==> src/rtl/zbritesi_serik_if.sv <==
// Start/done handshake bundle for the bit-serial subtractor.
// Operands flow master -> slave, results flow back.
interface zbritesi_serik_if #(
  parameter int WIDTH = 8
);
  logic             start;
  logic [WIDTH-1:0] a;
  logic [WIDTH-1:0] b;
  logic             bin;
  logic             busy;
  logic             done;
  logic [WIDTH-1:0] diff;
  logic             bout;
  logic             ovf;
  logic             zero;

  modport master (
    output start, a, b, bin,
    input  busy, done, diff, bout, ovf, zero
  );

  modport slave (
    input  start, a, b, bin,
    output busy, done, diff, bout, ovf, zero
  );
endinterface

==> src/rtl/zbritesi_serik.sv <==
// Bit-serial subtractor: a - b - bin, one bit per clock, LSB first.
// Full-adder cell with b inverted; carry is read as a borrow.
module zbritesi_serik #(
  parameter int WIDTH = 8
) (
  input  logic              clk,
  input  logic              rst_n,
  zbritesi_serik_if.slave   bus
);
  localparam int CW = (WIDTH > 2) ? $clog2(WIDTH) : 1;

  typedef enum logic [1:0] {
    ST_IDLE = 2'd0,
    ST_RUN  = 2'd1,
    ST_DONE = 2'd2
  } state_t;

  state_t           state, state_n;
  logic [CW-1:0]    cnt;
  logic [WIDTH-1:0] a_sh, b_sh, r_sh;
  logic             borrow;
  logic [WIDTH-1:0] diff_q;
  logic             bout_q, ovf_q, zero_q;

  logic             load, step, fin;
  logic             ab, bb, d, cn;
  logic [WIDTH-1:0] res;

  assign ab  = a_sh[0];
  assign bb  = b_sh[0];
  assign d   = ab ^ bb ^ borrow;
  assign cn  = (~ab & bb) | (~ab & borrow) | (bb & borrow);
  assign res = {d, r_sh[WIDTH-1:1]};

  always_comb begin
    state_n = state;
    load    = 1'b0;
    step    = 1'b0;
    fin     = 1'b0;
    unique case (state)
      ST_IDLE: begin
        if (bus.start) begin
          state_n = ST_RUN;
          load    = 1'b1;
        end
      end
      ST_RUN: begin
        step = 1'b1;
        if (cnt == CW'(WIDTH - 1)) begin
          state_n = ST_DONE;
          fin     = 1'b1;
        end
      end
      ST_DONE: begin
        if (bus.start) begin
          state_n = ST_RUN;
          load    = 1'b1;
        end else begin
          state_n = ST_IDLE;
        end
      end
      default: state_n = ST_IDLE;
    endcase
  end

  always_ff @(posedge clk or negedge rst_n) begin
    if (!rst_n) state <= ST_IDLE;
    else        state <= state_n;
  end

  always_ff @(posedge clk or negedge rst_n) begin
    if (!rst_n) begin
      cnt    <= '0;
      a_sh   <= '0;
      b_sh   <= '0;
      r_sh   <= '0;
      borrow <= 1'b0;
      diff_q <= '0;
      bout_q <= 1'b0;
      ovf_q  <= 1'b0;
      zero_q <= 1'b0;
    end else begin
      if (load) begin
        a_sh   <= bus.a;
        b_sh   <= bus.b;
        borrow <= bus.bin;
        cnt    <= '0;
      end else if (step) begin
        a_sh   <= a_sh >> 1;
        b_sh   <= b_sh >> 1;
        borrow <= cn;
        r_sh   <= res;
        cnt    <= cnt + CW'(1);
      end
      // On the last bit the shifters hold the operand sign bits in [0].
      if (fin) begin
        diff_q <= res;
        bout_q <= cn;
        ovf_q  <= (ab ^ bb) & (d ^ ab);
        zero_q <= (res == '0);
      end
    end
  end

  assign bus.busy = (state == ST_RUN);
  assign bus.done = (state == ST_DONE);
  assign bus.diff = diff_q;
  assign bus.bout = bout_q;
  assign bus.ovf  = ovf_q;
  assign bus.zero = zero_q;
endmodule
==> src/flat_wrapper.sv <==
// flat-port wrapper written by rule: the top's interface ports become plain ports
module zbritesi_serik_flat 
#(
  parameter int WIDTH = 8
)
  (clk, rst_n, bus_start, bus_a, bus_b, bus_bin, bus_busy, bus_done, bus_diff, bus_bout, bus_ovf, bus_zero);
  zbritesi_serik_if #(.WIDTH(WIDTH)) bus_i ();
  input  logic clk;
  input  logic rst_n;
  input wire logic [$bits(bus_i.start)-1:0] bus_start;
  input wire logic [$bits(bus_i.a)-1:0] bus_a;
  input wire logic [$bits(bus_i.b)-1:0] bus_b;
  input wire logic [$bits(bus_i.bin)-1:0] bus_bin;
  output wire logic [$bits(bus_i.busy)-1:0] bus_busy;
  output wire logic [$bits(bus_i.done)-1:0] bus_done;
  output wire logic [$bits(bus_i.diff)-1:0] bus_diff;
  output wire logic [$bits(bus_i.bout)-1:0] bus_bout;
  output wire logic [$bits(bus_i.ovf)-1:0] bus_ovf;
  output wire logic [$bits(bus_i.zero)-1:0] bus_zero;
  assign bus_i.start = bus_start;
  assign bus_i.a = bus_a;
  assign bus_i.b = bus_b;
  assign bus_i.bin = bus_bin;
  assign bus_busy = bus_i.busy;
  assign bus_done = bus_i.done;
  assign bus_diff = bus_i.diff;
  assign bus_bout = bus_i.bout;
  assign bus_ovf = bus_i.ovf;
  assign bus_zero = bus_i.zero;
  zbritesi_serik #(.WIDTH(WIDTH)) u_core (.clk(clk), .rst_n(rst_n), .bus(bus_i));
endmodule
==> config.mk <==
export PLATFORM = sky130hd
export DESIGN_NAME = zbritesi_serik_flat
export DESIGN_NICKNAME = d
export VERILOG_FILES = /design/src/rtl/zbritesi_serik_if.sv /design/src/rtl/zbritesi_serik.sv /design/src/flat_wrapper.sv
export SDC_FILE = /design/constraint.sdc
export NUM_CORES = 1
export LEC_CHECK = 0
export ABC_AREA = 0
export CORE_MARGIN = 2
export CORE_UTILIZATION = 45
export DETAILED_ROUTE_END_ITERATION = 12
export PLACE_DENSITY = 0.71
export SYNTH_ARGS = -nofsm -noshare
export SYNTH_HDL_FRONTEND = slang
export SYNTH_SLANG_ARGS = --single-unit
==> constraint.sdc <==
create_clock -name clk -period 2.3 [get_ports clk]
set_input_delay 0.46 -clock clk [delete_from_list [all_inputs] [get_ports clk]]
set_output_delay 0.46 -clock clk [all_outputs]
set_load 0.02 [all_outputs]
# Yosys cells after proc, flatten, opt, wreduce, memory -nomap -nowiden
# Index checks and enable logic that the tools add are counted.
totals:
  elab_cells: 50
  output_inout_bits: 13
  register_bits: 41
  in_bits: 20
op_classes:
  muxes: 17
  add_sub_neg: 1
  bitwise_logic: 11
  eq_ne: 5
  n_reduce_logical: 6
op_table:
  columns: ["operator", "count"]
  rows:
  - ["8-bit two-way mux", 4]
  - ["8-bit zero test", 1]
  - ["1-bit two-way mux", 8]
  - ["3-bit two-way mux", 2]
  - ["2-bit case mux with 3 select lines", 1]
  - ["1-bit bitwise AND", 4]
  - ["2-bit two-way mux", 2]
  - ["2-bit AND reduction", 2]
  - ["3-bit by 1-bit adder with 3-bit output (second input constant)", 1]
  - ["3-bit equality test (second input constant)", 1]
  - ["1-bit bitwise XOR", 3]
  - ["2-bit by 1-bit equality test with 1-bit output (second input constant)", 1]
  - ["2-bit equality test (second input constant)", 1]
  - ["2-bit zero test", 1]
  - ["2-bit by 1-bit inequality test with 1-bit output (second input constant)", 1]
  - ["2-bit inequality test (second input constant)", 1]
  - ["1-bit NOT", 2]
  - ["1-bit OR", 2]
  - ["2-bit nonzero test", 1]
  - ["2-bit OR reduction", 1]

# Logic depth before layout (Yosys ltp)
# Gate-level depths: netlist of run 1.
logic_depth:
  ltp_word: 6
  ltp_mapped: 6
  ltp_nobuf: 5

# Worst setup path before layout of run 1
# Ideal clock, no wire load.
synth_timing:
  path_kind: "reg2reg"
  start: "reg u_core.cnt[0]"
  end: "reg u_core.bout_q (netlist: u_core.bus.bout)"
  setup_slack_ps: 821
  stages_incl_launch_ff: 6
  required_ps: 2175
  n_path_buf: 1
  setup_time_ps: 125
  arrival_time_ps: 1354
  period_less_slack_ps: 1479
  path_cell_list: "dfrtp_1 -> ha_1 -> ha_1 -> nand3b_2 -> buf_6 -> mux2_2"
synth_via:
  elab_chain_cells: 3
synth_lines:
  columns: ["item", "line_no", "rtl"]
  rows:
  - ["start: declaration", "zbritesi_serik.sv:19", "logic [CW-1:0] cnt;"]
  - ["start signal: assignment", "zbritesi_serik.sv:93", "cnt <= cnt + CW'(1);"]
  - ["3-bit equality test", "zbritesi_serik.sv:49", "if (cnt == CW'(WIDTH - 1)) begin"]
  - ["1-bit two-way mux", "zbritesi_serik.sv:49", null]
  - ["1-bit two-way mux", "zbritesi_serik.sv:40", "unique case (state)"]
  - ["end signal: assignment", "zbritesi_serik.sv:98", "bout_q <= cn;"]
  - ["end: declaration", "zbritesi_serik.sv:23", "logic bout_q, ovf_q, zero_q;"]
# Every way passes these cells.
# A chain may end at the register's enable or synchronous reset.

# Worst setup path after layout of run 1
layout_timing:
  start: "reg u_core.state[1]"
  end: "out bus_busy"
layout_via:
  elab_chain_cells: 1
layout_lines:
  columns: ["item", "line_no", "rtl"]
  rows:
  - ["start: declaration", "zbritesi_serik.sv:18", "state_t state, state_n;"]
  - ["start signal: assignment", "zbritesi_serik.sv:68", "else state <= state_n;"]
  - ["2-bit by 1-bit equality test with 1-bit output", "zbritesi_serik.sv:105", "assign bus.busy = (state == ST_RUN);"]
  - ["end: declaration", "flat_wrapper.sv:14", "output wire logic [$bits(bus_i.busy)-1:0] bus_busy;"]
# Every way passes these cells.

==> results.md, run 1 <==
- Reg-to-Reg Start: u_core.cnt[0]$_DFFE_PN0P_
- Clk_lat worst skew: 290 ps
- Worst setup startpoint: u_core.state[1]$_DFFE_PN0P_
- Seq/Total Area, Yosys: 0.584
- Comb pwr share: 0.406
- Vias: 1242
- Ant diodes: 0
- Setup Viol. Count Final: 0
- Setup Buffers After CTS: 0
- Crit-path cells: nand2b_1 -> inv_4 -> clkdlybuf4s50_1
- Setup TNS: 0 ps
- Syn Nets: 191
- PwrDens: 1450 nW/µm²
- Delay-heaviest family, CP: buffers and inverters
- Routability-driven placement congestion ratio: 0.756
- DR DRC count: 0
- Share of the synthesized area in the top cell type: 0.584
- WS Path Type: reg2out
- RSZ-0062 raised after global routing: no
- Dominant cells by area after synthesis: dfrtp_1 58%, nand2_1 12%, mux2_2 5.3%
- Die width: 65.7 µm
- Max clock buf depth: 2
- H-tree Lvls: 2
- Mapped cell area: 1710 µm²
- Detail Placement HPWL: 2180 µm
- Cell Rows: 22
- R2r setup slk: 700 ps
- Most frequent cells in the layout: 53 x nand2_1, 40 x dfrtp_1, 31 x clkdlybuf4s50_1
- Design area: 2170 µm²
- Share of cells above drive strength 1: 0.109
- Final Total Pwr: 3.14 mW
- Initial antenna violation count: 0
- Signal arrival time at the worst endpoint: 1520 ps
- Antenna-violating nets left: 0
- Sw Ratio: 0.361
- Cell area after placement: 2050 µm²
- YS warnings: 0
- Worst Skew: 4.85 ps
- Internal: 2.01 mW
- Fill cells: 326
- Leak pwr: 0.995 nW
- GRT overflow: 0
- Post-synth top area cell: dfrtp_1
- Worst path max stage delay: 600 ps
- Worst slew pin tran: 858 ps
- Flop pwr share: 0.398
- CORE AREA: 3660 µm²
- CTS Root Cell: clkbuf_8
- Largest net degree at the start of global routing: 41
- Period utilization: 0.861
- Max rail drop VDD: 560 µV
- Post-Route WL: 3210 µm
- Die area: 4320 µm²
- DRT iter0 DRCs: 56
- WP buf/inv: 2
- CP Capture Point: bus_busy
- CP required: 1840 ps
- Port-buffer cells: 32
- Initial core utilization: 0.468
- Cts bufs inserted: 5
- Synth cell types: 25
- Crit-path max FO: 3
- Number of max-cap violations: 0
- Worst setup EP type: primary output
- Synthesis-to-layout area growth: 26.8%
- First-pass GRT wire length: 5530 µm
- Vias in the first global route: 1203
- Post-CTS resize count: 0
- Via density: 4.99
- Instance count on the critical path: 3
- Clock power frac: 0.196
- # IOs: 33
- TritonRoute pass-1 iters: 4
- Nets: 224
- CTS Hold Buffers Added: 0
- Avg WL per Cell: 12.9 µm
- Peak Freq: 0.505 GHz
- Clock sink count: 40
- Final Max Slew Viols: 0
- Most common library cell in the layout ignoring fill and taps: nand2_1
- Reg2reg end: u_core.bus.diff[1]$_DFFE_PN0P_
- Startpoint types: flip-flop
- Worst path slowest cell: clkdlybuf4s50_1
- Post-Syn Instances: 167
- DIE HEIGHT: 65.7 µm
- Total GRT Usage: 0.173
- FF+latch count, synth: 40
- Final hold violation count: 0
- Relative slew slack: 0.428
- Final min period: 1980 ps
- Clock Pin Slew Worst Setup and Hold Paths: 80 ps
- TritonCTS clock tree: done
- Syn_area_per_cell: 10.3 µm²
- Switching power: 1.13 mW
- Register-to-Register Path Depth: 4
- Status: complete, no violations
- Hold/Removal Path Class: in2async
-- state kept, by name, indices dropped and copies added, names as in the netlist, 2 cells and up --
name,cells
u_core.a_sh,8
u_core.b_sh,8
u_core.bus.diff,8
u_core.r_sh,7
u_core.cnt,3
u_core.state,2
-- how the worst min path moves through the flow --
stage,start,end,slack (ps),cells after the start
after global routing,rst_n,u_core.bus.diff[1]$_DFFE_PN0P_,340,1
after global placement,u_core.bus.zero$_DFFE_PN0P_,u_core.bus.zero$_DFFE_PN0P_,460,2
after CTS,rst_n,u_core.bus.diff[0]$_DFFE_PN0P_,300,1
final,rst_n,u_core.bus.diff[0]$_DFFE_PN0P_,280,1
after floorplan,rst_n,u_core.a_sh[0]$_DFFE_PN0P_,160,0
after detailed placement,u_core.bus.ovf$_DFFE_PN0P_,u_core.bus.ovf$_DFFE_PN0P_,490,2
-- power by group through the flow --
stage | Clock (mW) | Sequential [mW] | Combinational, mW
2_1_floorplan | 0 | 1.33 | 0.815
3_3_place_gp | 0 | 1.25 | 1.25
3_5_place_dp | 0 | 1.27 | 1.30
4_1_cts | 0.631 | 1.26 | 1.30
5_1_grt | 0.666 | 1.30 | 1.44
6_report | 0.615 | 1.25 | 1.28
-- kinds of logic after synthesis --
kind of cell / share of synthesized area
compound gates: 0.0934
xor+xnor: 0.00511
fa+ha+maj: 0.0336
buf+inv: 0.0460
flops: 0.584
mux: 0.0526
simple gates: 0.185
-- area by class of cell --
cell class / instances / area, µm² / share of cell area
clock buffers: 7 / 96.3 / 0.0443
clock inverters: 1 / 30.0 / 0.0138
inverters: 3 / 13.8 / 0.00633
multi-input cells: 115 / 634 / 0.292
flip-flops and latches: 40 / 1000 / 0.461
well taps: 48 / 60.1 / 0.0276
repair buffers: 35 / 338 / 0.155
-- worst register-to-register path: stages, from the launching register on --
cell      delay, ps
dfrtp_1         400
ha_1            200
ha_1            210
nand3b_2        290
mux2_2          390
-- metal layers --
layer | vias up | global-route usage | wire length, µm
li1 | 621 | - | -
met1 | 583 | 0.206 | 1440
met2 | 32 | 0.290 | 1550
met3 | 6 | 0.0616 | 168
met4 | 0 | 0.0547 | 47
met5 | - | 0 | 0
-- stage by stage --
| step | hold WS, ps | cells | util | setup slack, ps |
|---|---|---|---|---|
| floorplan | 164 | 167 | - | 821 |
| global placement | 463 | 241 | 0.559 | 620 |
| detailed placement | 486 | 241 | 0.559 | 522 |
| CTS | 299 | 249 | 0.594 | 303 |
| global route | 336 | 249 | 0.594 | 243 |
| finish | 278 | 249 | 0.594 | 320 |
-- Yosys cell counts --
master,n
buf_2,4
inv_4,1
ha_1,3
buf_4,1
a21oi_1,1
a22o_1,3
nor2_1,14
nand2b_1,2
a22oi_1,2
a31oi_1,13
nand3_1,3
nand3b_2,1
mux2_2,8
nor2b_1,2
fa_1,1
nand2_1,53
dfrtp_1,40
nor4_1,1
o21ai_0,5
inv_1,2
xor2_1,1
buf_6,3
nor4b_1,1
clkbuf_1,1
o31ai_1,1
No activity file was read; power rests on OpenSTA's default activity.
==> inputs of run 2 (changes only) <==
--- a/config.mk
+++ b/config.mk
@@ -8,2 +8,3 @@
 export ABC_AREA = 0
+export CORE_ASPECT_RATIO = 0.75
 export CORE_MARGIN = 2
@@ -11,3 +12,3 @@
 export DETAILED_ROUTE_END_ITERATION = 12
-export PLACE_DENSITY = 0.71
+export PLACE_DENSITY = 0.74
 export SYNTH_ARGS = -nofsm -noshare
==> constraint.sdc (replaced) <==
create_clock -name clk -period 1.7 [get_ports clk]
set_input_delay 0.34 -clock clk [delete_from_list [all_inputs] [get_ports clk]]
set_output_delay 0.34 -clock clk [all_outputs]
set_load 0.1 [all_outputs]
==> results.md, run 2 (synthesis results as in run 1) <==
- TritonRoute pass-1 iters: 4
- Port-buffer cells: 32
- Hold/Removal Path Class: in2async
- Worst setup EP type: primary output
- Most common library cell in the layout ignoring fill and taps: nand2_1
- Peak Freq: 0.636 GHz
- WP buf/inv: 2
- Status: complete, no violations
- H-tree Lvls: 2
- TritonCTS clock tree: done
- Worst path slowest cell: dfrtp_1
- Post-Route WL: 3710 µm
- Largest net degree at the start of global routing: 27
- Top routing layer in use: met4
- Share of cells above drive strength 1: 0.194
- Delay-heaviest family, CP: flip-flops
- Detail Placement HPWL: 2580 µm
- Met2 routed WL: 1870 µm
- # IOs: 33
- Startpoint types: flip-flop
- Clock Pin Slew Worst Setup and Hold Paths: 80 ps
- Period utilization: 0.925
- Vias in the first global route: 1330
- Most frequent cells in the layout: 53 x nand2_1, 40 x dfrtp_1, 18 x clkdlybuf4s50_1
- Worst Skew: 7.19 ps
- Final min period: 1570 ps
- Vias: 1341
- Die area: 4320 µm²
- RSZ-0062 raised after global routing: no
- CTS Root Cell: clkbuf_8
- WS Path Type: reg2out
- Cell Rows: 19
- Worst slew pin tran: 411 ps
- Avg WL per Cell: 14.4 µm
- Setup TNS: 0 ps
- Signal arrival time at the worst endpoint: 1230 ps
- DIE HEIGHT: 57.5 µm
- Crit-path cells: nand2b_4 -> clkinv_4 -> buf_12
- Number of max-cap violations: 0
- CORE AREA: 3660 µm²
- DR DRC count: 0
- DRT iter0 DRCs: 118
- Total GRT Usage: 0.190
- Worst path max stage delay: 480 ps
- Crit-path max FO: 13
- Setup Viol. Count Final: 0
- Antenna-violating nets left: 0
- Max clock buf depth: 2
- Final Max Slew Viols: 0
- Cts bufs inserted: 5
- Via density: 5.20
- First-pass GRT wire length: 6130 µm
- Final hold violation count: 0
- Synthesis-to-layout area growth: 37.3%
- Relative slew slack: 0.726
- Clk_lat worst skew: 290 ps
- Clock sink count: 40
- Metal1 wirelength: 1660 µm
- CP required: 1360 ps
- GRT overflow: 0
- DR WL met3: 139 µm
- Initial antenna violation count: 0
- Initial core utilization: 0.468
- Routability-driven placement congestion ratio: 0.758
- Ant diodes: 0
- Die width: 75.3 µm
- Nets: 229
## run 2: changes by cell type in the layout (fill, tap and decap cells not counted), sizes merged
cell / before / now
buf: 4 / 20
clkdlybuf4s50: 31 / 18
clkinv: 0 / 2
bufinv: 1 / 0
clkbuf: 7 / 8
dlygate4sd3: 0 / 1
inv: 3 / 2
## run 2: area by class of cell
cell class                      count  area, µm²
Timing Repair Buffer               39        526
Multi-Input combinational cell    115        651
Clock buffer                        8       90.1
Sequential cell                    40       1000
Tap cell                           52       65.1
Timing Repair inverter              1       5.00
Inverter                            3       16.3
Fill cell                         298       1310
## run 2: through the flow
| step | cells | hold slack (ps) | utilization | area, µm² | setup slack, ps |
|---|---|---|---|---|---|
| after floorplan | 167 | 44.4 | - | 1720 | 136 |
| after global routing | 258 | 529 | 0.643 | 2350 | 25.7 |
| after detailed placement | 248 | 295 | 0.610 | 2230 | 163 |
| final | 258 | 511 | 0.643 | 2350 | 127 |
| after CTS | 257 | 516 | 0.637 | 2330 | 6.93 |
| after global placement | 248 | 289 | 0.610 | 2230 | 188 |
## run 2: repair_timing
action | CTS | global route
buffers inserted | 0 | 0
endpoints found under the setup margin | 0 | 2
hold endpoints to repair | 17 | 0
hold buffers | 1 | 0
resized for setup | 0 | 4
## run 2: final timing paths
path                                             startpoint                              to  slack, ps  cells after the start
worst max-delay path            u_core.state[0]$_DFFE_PN0P_                        bus_busy        130                      3
worst min-delay path                                  rst_n      u_core.a_sh[0]$_DFFE_PN0P_        510                      2
worst max register to register    u_core.cnt[0]$_DFFE_PN0P_  u_core.bus.diff[2]$_DFFE_PN0P_        160                      4
worst min register to register   u_core.b_sh[7]$_DFFE_PN0P_      u_core.b_sh[7]$_DFFE_PN0P_        510                      1
max in group asynchronous                             rst_n  u_core.bus.diff[0]$_DFFE_PN0P_        730                      3
min in group clk                 u_core.b_sh[7]$_DFFE_PN0P_      u_core.b_sh[7]$_DFFE_PN0P_        510                      1
## run 2: layer usage
layer | vias to the layer above | track usage
met5 | - | 0
met2 | 36 | 0.298
met3 | 5 | 0.0477
met4 | 0 | 0.0526
met1 | 666 | 0.264
li1 | 634 | -
## run 2: worst register-to-register path: stages (launching register included)
cell      delay [ps]
dfrtp_1          400
ha_1             200
ha_1             200
nand3b_2         240
mux2_2           390
Power of run 2 is left out: the tool's default activity adds up to more than one toggle a clock period on the data nets, which glitch-free logic cannot reach.
==> inputs of run 3 (changes only) <==
- CTS_CLUSTER_SIZE: unset -> 10
- PLACE_DENSITY: 0.74 -> 0.72
==> results.md, run 3 (synthesis results as in run 1) <==
- RSZ-0062 raised after global routing: no
- Crit-path cells: ha_1 -> ha_1 -> nand3b_2 -> mux2_2
- Routability-driven placement congestion ratio: 0.744
- Most frequent cells in the layout: 53 x nand2_1, 39 x dfrtp_1, 18 x clkdlybuf4s50_1
- Status: complete, no violations
- Die area: 4320 µm²
- Antenna-violating nets left: 0
- DR DRC count: 0
- WS Path Type: reg2reg
- First-pass GRT wire length: 6070 µm
- Final Max Slew Viols: 0
- CORE AREA: 3660 µm²
- Setup Viol. Count Final: 0
- Port-buffer cells: 32
- Cell Rows: 19
- Clk_lat worst skew: 290 ps
- Max clock buf depth: 2
- Relative slew slack: 0.671
- Worst path max stage delay: 420 ps
- R2r setup slk: 80 ps
- Crit-path max FO: 15
- Initial core utilization: 0.468
- Clock Pin Slew Worst Setup and Hold Paths: 80 ps
- Largest net degree at the start of global routing: 41
- Worst path slowest cell: dfrtp_1
- Peak Freq: 0.619 GHz
- TritonCTS clock tree: done
- Total GRT Usage: 0.190
- Number of max-cap violations: 0
- Most used cell, CP: ha_1
- Synthesis-to-layout area growth: 35.2%
- Final min period: 1620 ps
- DRT iter0 DRCs: 117
- Avg WL per Cell: 14.1 µm
- Vias in the first global route: 1328
- Signal arrival time at the worst endpoint: 1790 ps
- Share of cells above drive strength 1: 0.204
- Fill cells: 295
- Nets: 230
- GRT overflow: 0
- Hold/Removal Path Class: in2async
- Clock sink count: 40
- Setup TNS: 0 ps
- DIE HEIGHT: 57.5 µm
- Post-Route WL: 3640 µm
- TritonRoute pass-1 iters: 4
- Register-to-Register Path Depth: 4
- Most common library cell in the layout ignoring fill and taps: nand2_1
- Vias: 1317
- Period utilization: 0.950
- Reg2reg end: u_core.bus.diff[1]$_DFFE_PN0P_
- Worst Skew: 9.15 ps
- Worst slew pin tran: 493 ps
- Die width: 75.3 µm
- # IOs: 33
- Ant diodes: 0
- H-tree Lvls: 2
- Worst setup EP type: flip-flop
- Reg-to-Reg Start: u_core.cnt[0]$_DFFE_PN0P_
- CTS Root Cell: clkbuf_8
- Final hold violation count: 0
- Startpoint types: flip-flop
- Initial antenna violation count: 0
- Detail Placement HPWL: 2540 µm
- Via density: 5.10
- CP required: 1870 ps
- Cts bufs inserted: 5
==> run 3: critical path, delay by kind of cell (launching register included) <==
kind,cells,cell delay (ps)
simple gates,1,290
fa+ha+maj,2,410
flops,1,420
mux,1,380
==> run 3: metal layers <==
layer / global-route usage / up-vias / part of all wire
li1: - / 633 / -
met1: 0.264 / 637 / 0.46
met2: 0.283 / 34 / 0.48
met3: 0.0336 / 13 / 0.034
met4: 0.105 / 0 / 0.033
met5: 0 / - / 0
==> run 3: worst max path at each step <==
stage / startpoint / endpoint / slack, ps / cells after the start
3_5_place_dp: u_core.cnt[0]$_DFFE_PN0P_ / u_core.bus.diff[1]$_DFFE_PN0P_ / 110 / 4
3_3_place_gp: u_core.cnt[0]$_DFFE_PN0P_ / u_core.bus.diff[5]$_DFFE_PN0P_ / 180 / 4
4_1_cts: u_core.state[1]$_DFFE_PN0P_ / bus_busy / 20 / 3
2_1_floorplan: u_core.state[0]$_DFFE_PN0P_ / bus_done / 140 / 1
5_1_grt: u_core.a_sh[0]$_DFFE_PN0P_ / u_core.bus.zero$_DFFE_PN0P_ / 20 / 5
6_report: u_core.cnt[0]$_DFFE_PN0P_ / u_core.bus.diff[1]$_DFFE_PN0P_ / 80 / 4
==> run 3: per-stage QoR <==
step	hold slack (ps)	utilization	setup slack, ps	instance area [µm²]	instances
floorplan	44.4	-	136	1720	167
global route	153	0.633	20.9	2320	258
CTS	110	0.624	17.2	2280	255
detailed placement	422	0.603	112	2210	248
finish	97.7	0.633	84.9	2320	258
global placement	411	0.603	175	2210	248
==> run 3: timing repair <==
item | CTS | global route
setup buffers | 0 | 3
endpoints found under the setup margin | 0 | 2
hold buffers | 0 | 0
resized for setup | 0 | 4
==> run 3: cell type report <==
class | count | area (µm²) | area share
Clock inverter | 1 | 5.00 | 0.00216
Inverter | 3 | 16.3 | 0.00702
Timing Repair Buffer | 41 | 513 | 0.221
Sequential cell | 40 | 1000 | 0.433
Tap cell | 52 | 65.1 | 0.0281
Multi-Input combinational cell | 115 | 643 | 0.278
Clock buffer | 6 | 72.6 | 0.0313
Power of run 3 is left out for the same reason.
